==> src/rtl/ps2_rx_frame.sv <==
// ---------------------------------------------------------------------------
// ps2_rx_frame
// PS/2 device-to-host frame receiver. Synchronises and glitch-filters the raw
// PS/2 clock, samples data on filtered falling edges, deserialises 11-bit
// frames (start, 8 data LSB-first, odd parity, stop), checks parity, stop bit
// and inter-edge timeout, and queues good scancodes in a small FWFT FIFO.
//
// Ports
//   clk25      in   25 MHz system clock
//   rst        in   asynchronous, active-high reset
//   key_clk    in   raw PS/2 clock (asynchronous)
//   key_din    in   raw PS/2 data (asynchronous)
//   rd         in   pop request for the FIFO head
//   clr_ovf    in   clears the sticky overflow flag
//   code       out  FIFO head scancode, 8'h00 when empty
//   valid      out  FIFO non-empty
//   frame_err  out  one-cycle pulse on parity/stop error or timeout
//   overflow   out  sticky: a good frame was dropped on a full FIFO
//   busy       out  receiver FSM not in IDLE
//   state_dbg  out  receiver FSM state encoding, for observation only
//
// Handshake: code/valid present the FIFO head (first-word fall-through). The
// consumer reads code while valid=1 and asserts rd in that same cycle to pop
// it; the next entry (or 8'h00 / valid=0) appears on the following cycle.
// rd while valid=0 is ignored.
// ---------------------------------------------------------------------------
module ps2_rx_frame #(
  parameter int SYNC_STAGES    = 2,
  parameter int FILTER_LEN     = 8,
  parameter int TIMEOUT_CYCLES = 25000,
  parameter int FIFO_DEPTH     = 4
) (
  input  logic       clk25,
  input  logic       rst,
  input  logic       key_clk,
  input  logic       key_din,
  input  logic       rd,
  input  logic       clr_ovf,
  output logic [7:0] code,
  output logic       valid,
  output logic       frame_err,
  output logic       overflow,
  output logic       busy,
  output logic [1:0] state_dbg
);

  localparam int FW = (FILTER_LEN > 1) ? $clog2(FILTER_LEN) : 1;
  localparam int TW = (TIMEOUT_CYCLES > 1) ? $clog2(TIMEOUT_CYCLES) : 1;
  localparam int AW = $clog2(FIFO_DEPTH);

  localparam logic [FW-1:0] FILT_MAX = FW'(FILTER_LEN - 1);
  localparam logic [TW-1:0] TO_MAX   = TW'(TIMEOUT_CYCLES - 1);

  typedef enum logic [1:0] {
    IDLE   = 2'd0,
    DATA   = 2'd1,
    PARITY = 2'd2,
    STOP   = 2'd3
  } state_t;

  // -------------------------------------------------------------------------
  // Synchronisers: idle PS/2 lines are high, so reset to 1 to avoid a fake
  // falling edge coming out of reset.
  // -------------------------------------------------------------------------
  logic [SYNC_STAGES-1:0] clk_sync;
  logic [SYNC_STAGES-1:0] din_sync;
  logic                   clk_s;
  logic                   din_s;

  always_ff @(posedge clk25 or posedge rst) begin
    if (rst) begin
      clk_sync <= '1;
      din_sync <= '1;
    end else begin
      clk_sync <= {clk_sync[SYNC_STAGES-2:0], key_clk};
      din_sync <= {din_sync[SYNC_STAGES-2:0], key_din};
    end
  end

  assign clk_s = clk_sync[SYNC_STAGES-1];
  assign din_s = din_sync[SYNC_STAGES-1];

  // -------------------------------------------------------------------------
  // Clock glitch filter: a new level must persist FILTER_LEN cycles.
  // -------------------------------------------------------------------------
  logic          filt_clk;
  logic [FW-1:0] filt_cnt;
  logic          filt_take;
  logic          fall;

  assign filt_take = (clk_s != filt_clk) && (filt_cnt == FILT_MAX);
  // fall marks the cycle in which the filtered clock commits 1->0.
  assign fall      = filt_take && filt_clk;

  always_ff @(posedge clk25 or posedge rst) begin
    if (rst) begin
      filt_clk <= 1'b1;
      filt_cnt <= '0;
    end else if (clk_s == filt_clk) begin
      filt_cnt <= '0;
    end else if (filt_take) begin
      filt_clk <= clk_s;
      filt_cnt <= '0;
    end else begin
      filt_cnt <= filt_cnt + FW'(1);
    end
  end

  // -------------------------------------------------------------------------
  // Receiver FSM
  // -------------------------------------------------------------------------
  state_t        state, state_next;
  logic [2:0]    bitcnt, bitcnt_next;
  logic [7:0]    data, data_next;
  logic          par, par_next;
  logic [TW-1:0] to_cnt, to_next;
  logic          push;
  logic          err;

  always_ff @(posedge clk25 or posedge rst) begin
    if (rst) begin
      state <= IDLE;
    end else begin
      state <= state_next;
    end
  end

  always_comb begin
    state_next  = state;
    bitcnt_next = bitcnt;
    data_next   = data;
    par_next    = par;
    to_next     = to_cnt;
    push        = 1'b0;
    err         = 1'b0;

    if (state == IDLE || fall) begin
      to_next = '0;
    end else begin
      to_next = to_cnt + TW'(1);
    end

    if (fall) begin
      case (state)
        IDLE: begin
          // A high data line on a fall is a spurious edge, not a start bit.
          if (!din_s) begin
            state_next  = DATA;
            bitcnt_next = 3'd0;
          end
        end
        DATA: begin
          data_next[bitcnt] = din_s;
          if (bitcnt == 3'd7) begin
            state_next = PARITY;
          end else begin
            bitcnt_next = bitcnt + 3'd1;
          end
        end
        PARITY: begin
          par_next   = din_s;
          state_next = STOP;
        end
        STOP: begin
          if ((^{data, par}) && din_s) begin
            push = 1'b1;
          end else begin
            err = 1'b1;
          end
          state_next = IDLE;
        end
        default: state_next = IDLE;
      endcase
    end else if (state != IDLE && to_cnt == TO_MAX) begin
      state_next = IDLE;
      err        = 1'b1;
      to_next    = '0;
    end
  end

  always_ff @(posedge clk25 or posedge rst) begin
    if (rst) begin
      bitcnt    <= 3'd0;
      data      <= 8'h00;
      par       <= 1'b0;
      to_cnt    <= '0;
      frame_err <= 1'b0;
    end else begin
      bitcnt    <= bitcnt_next;
      data      <= data_next;
      par       <= par_next;
      to_cnt    <= to_next;
      frame_err <= err;
    end
  end

  assign busy      = (state != IDLE);
  assign state_dbg = state;

  // -------------------------------------------------------------------------
  // Scancode FIFO: pointers carry an extra wrap bit so full and empty are
  // distinguishable when the index bits match.
  // -------------------------------------------------------------------------
  logic [7:0]  mem [FIFO_DEPTH];
  logic [AW:0] wr_ptr, rd_ptr;
  logic        empty, full, do_pop, do_push;

  assign empty   = (wr_ptr == rd_ptr);
  assign full    = (wr_ptr[AW] != rd_ptr[AW]) && (wr_ptr[AW-1:0] == rd_ptr[AW-1:0]);
  assign do_pop  = rd && !empty;
  // A pop in the same cycle frees the slot a full FIFO needs for the push.
  assign do_push = push && (!full || do_pop);

  always_ff @(posedge clk25) begin
    if (do_push) begin
      mem[wr_ptr[AW-1:0]] <= data;
    end
  end

  always_ff @(posedge clk25 or posedge rst) begin
    if (rst) begin
      wr_ptr <= '0;
      rd_ptr <= '0;
    end else begin
      if (do_push) wr_ptr <= wr_ptr + (AW+1)'(1);
      if (do_pop)  rd_ptr <= rd_ptr + (AW+1)'(1);
    end
  end

  // Set has priority over clr_ovf so a drop coinciding with a clear is kept.
  always_ff @(posedge clk25 or posedge rst) begin
    if (rst) begin
      overflow <= 1'b0;
    end else if (push && full && !do_pop) begin
      overflow <= 1'b1;
    end else if (clr_ovf) begin
      overflow <= 1'b0;
    end
  end

  assign valid = !empty;
  assign code  = empty ? 8'h00 : mem[rd_ptr[AW-1:0]];

endmodule
==> config.mk <==
export PLATFORM = sky130hd
export DESIGN_NAME = ps2_rx_frame
export DESIGN_NICKNAME = d
export VERILOG_FILES = /design/src/rtl/ps2_rx_frame.sv
export SDC_FILE = /design/constraint.sdc
export NUM_CORES = 1
export LEC_CHECK = 0
export BUFFER_PORTS_ARGS = -buffer_cell sky130_fd_sc_hd__clkbuf_2
export CORE_AREA = 2 2 96 98
export CTS_CLUSTER_DIAMETER = 60
export DETAILED_ROUTE_END_ITERATION = 8
export DIE_AREA = 0 0 98 100
export PLACE_DENSITY = 0.66
export REMOVE_ABC_BUFFERS = 1
export SETUP_SLACK_MARGIN = 0.4
export SLEW_MARGIN = 30
export SYNTH_ARGS = -nofsm -noshare
export SYNTH_HDL_FRONTEND = slang
export SYNTH_SLANG_ARGS = --single-unit
==> constraint.sdc <==
create_clock -name clk25 -period 6.6 [get_ports clk25]
set_input_delay 0.99 -clock clk25 [delete_from_list [all_inputs] [get_ports clk25]]
set_output_delay 0.99 -clock clk25 [all_outputs]
set_load 0.02 [all_outputs]
==> impl_metrics.ini <==
[status]
status = finished clean

[synthesis]
syn_inst = 257
yosys.cell_types.count = 35
yosysTopAreaCellShare_pct = 29.1
yosysSeqAreaShare_pct = 60.8
synth_edf_count = 32
synth_area_per_cell_um2 = 13.4
yosysTopAreaCell = dfrtp_1
ys_ff_latch = 77
ys_warn_count = 0
synth_area_leaders = dfrtp_1 29%, edfxtp_1 28%, mux4_2 5.2%, ha_1 5.1%, mux2_2 3.9%
netlist_top_cells_count = 40 x dfrtp_1, 32 x edfxtp_1, 32 x nor2_1
async_flop_share_pct = 58.4
syn_area_um2 = 3440
synth_ff_type = dfrtp_1
synth_most_common_cell = dfrtp_1

[detailed_routing]
drc_errors = 0
vias = 1941
first_iter_violations = 85
ant_nets = 0
first_pass_iters = 4
finalWirelength_um = 5250
wire_per_inst_um = 13.2
via_per_inst = 4.88

[place]
io_buffers = 19
dpl_cell_area_um2 = 3660
post-dp-hpwl_um = 3620
gp_congestion = 0.779
pre_cts_ws_ns = 3.82

[sta]
maxSlewHeadroom_pct = 49.0
fmax_mhz = 324
fin_crit_sh_pct = 46.8
setup_viol_count_final = 0
rsz0062_at_grt = false
clock_skew_ns = 0.0109
hold_viol = 0
tightest_slew_ns = 0.764
setup_ws_ns = 3.51
drv_slew = 0
post-route-min-period_ns = 3.09
fin_setup_tns_ns = 0
whs_ns = 0.357

[critical_path]
endpoint = code[3]
cp-start-kind = flip-flop
crit_type = flip-flop to output port
cp_data_arrival_time_ns = 2.10
ff2ff_path_depth = 6
rr_startpoint = filt_cnt[0]$_DFF_PP0_
cp_cell_sequence = xnor2_1 > nand2_1 > nor2_1 > nor2b_1 > clkbuf_2
startpoint = rd_ptr[0]$_DFFE_PP0P_
crit_fanout = 11
timing.rr.end = mem[0][0]$_DFFE_PP_
cp.required_ns = 5.61
rrSetupSlack_ns = 4.28
max_stage_delay_ns = 0.73
slowest_stage = dfrtp_1
crit_path_end_kind = output port

[finish]
nNetsFinal = 302
layout-drive-gt1-share_pct = 22.3
area_growth_pct = 12.0
finalCoreUtilization_pct = 43.4
fin_area_um2 = 3860
antenna_cells = 0

[die]
dieArea_um2 = 9800
io_pins = 20
coreArea_um2 = 8890
die_y_um = 100
initial_core_util_pct = 38.7
rows = 35
die_w_um = 98

[clock_network]
root_buffer = clkbuf_8
cts_resized = 0
clk_latency_ns = 0.35
clkSlewWorstSetupHoldPaths_ns = 0.08
cts_htree_levels = 3
numCtsBuffers = 9
cts_setup_buffers = 0
clock-sinks = 77
clock_path_buffers = 2
cts_tree = done
hold_buffers = 0

[global_routing]
grt.overflow.total = 0
antenna_found_initial = 0
grt_usage_pct = 12.0
grt_pass1_vias = 1925
grt_pass1_wl_um = 9200
grt_max_degree = 46

[power_and_ir_drop]
peakVddDrop_mv = 0.118
cellPowerDensity_nw_per_um2 = 281
p_leak_nw = 1.64

[job]
maxCapViolCount = 0

[min_path]
hp-class = flip-flop to flip-flop
area by class of cell:
class | count | area (um2)
clock buffers | 11 | 141
flip-flops and latches | 77 | 2090
clock inverters | 5 | 58.8
repair buffers | 19 | 95.1
well taps | 111 | 139
inverters | 10 | 38.8
multi-input cells | 165 | 1290
fillers | 826 | 5030
cells by family after synthesis:
| kind of cell | share of synthesized area (%) |
|---|---|
| compound gates | 1.56 |
| xor+xnor | 7.95 |
| fa+ha+maj | 5.09 |
| buf+inv | 1.71 |
| flops | 60.8 |
| mux | 9.59 |
| simple gates | 13.3 |
sequential cells by signal, indices dropped and copies added, names as in the netlist:
name	flops
mem	32
to_cnt	15
data	8
bitcnt	3
filt_cnt	3
rd_ptr	3
wr_ptr	3
clk_sync	2
din_sync	2
state_dbg	2
filt_clk	1
frame_err	1
overflow	1
par	1
metal layers:
layer  global-route usage (%)  share of wire [%]  wire, um
met1                     14.6                 46      2430
met4                     4.49                1.1        57
met5                        0                  0         0
met2                     19.7                 49      2570
met3                     4.32                3.7       194
worst max-delay path: cells and delay by family (launching register included):
kind | cells | cell delay [ns]
flip-flops | 1 | 0.73
buffers and inverters | 1 | 0.17
AND/OR/NAND/NOR | 3 | 0.63
XOR/XNOR | 1 | 0.21
stage by stage:
| stage | instances | total power, mW |
|---|---|---|
| 2_1_floorplan | 252 | 0.695 |
| 3_3_place_gp | 382 | 0.741 |
| 3_5_place_dp | 382 | 0.743 |
| 4_1_cts | 398 | 1.10 |
| 5_1_grt | 398 | 1.14 |
| 6_report | 398 | 1.08 |
power breakdown:
| part | switching (mW) | total, mW | leakage, nW | internal (mW) |
|---|---|---|---|---|
| sequential | 0.0388 | 0.558 | 0.941 | 0.519 |
| combinational | 0.0820 | 0.171 | 0.603 | 0.0889 |
| clock | 0.168 | 0.355 | 0.0980 | 0.187 |
worst min-delay path by stage:
| stage | start | to | slack [ns] | depth (start not counted) |
|---|---|---|---|---|
| after floorplan | clk_sync[0]$_DFF_PP1_ | clk_sync[1]$_DFF_PP1_ | 0.35 | 0 |
| after global placement | clk_sync[0]$_DFF_PP1_ | clk_sync[1]$_DFF_PP1_ | 0.35 | 0 |
| after detailed placement | din_sync[0]$_DFF_PP1_ | din_sync[1]$_DFF_PP1_ | 0.35 | 0 |
| after CTS | clk_sync[0]$_DFF_PP1_ | clk_sync[1]$_DFF_PP1_ | 0.36 | 0 |
| after global routing | clk_sync[0]$_DFF_PP1_ | clk_sync[1]$_DFF_PP1_ | 0.36 | 0 |
| final | clk_sync[0]$_DFF_PP1_ | clk_sync[1]$_DFF_PP1_ | 0.36 | 0 |
layout by cell type (no fill, tap or decap), types with 2 or more instances in the layout:
cell	count
nand4_1	4
and2_1	5
nor4_1	2
xnor2_2	2
inv_6	2
nor3_1	6
edfxtp_1	32
mux2_2	12
and3_1	2
nand3_1	6
o21ai_0	3
nor2b_1	10
nor2_1	32
clkbuf_8	10
inv_1	9
nand2_1	20
xor2_1	11
clkbuf_2	19
mux4_2	8
xnor2_1	14
nand2b_1	2
dfrtp_1	40
dfstp_2	5
ha_1	14
Note: power is estimated with default switching activity, not from simulation.
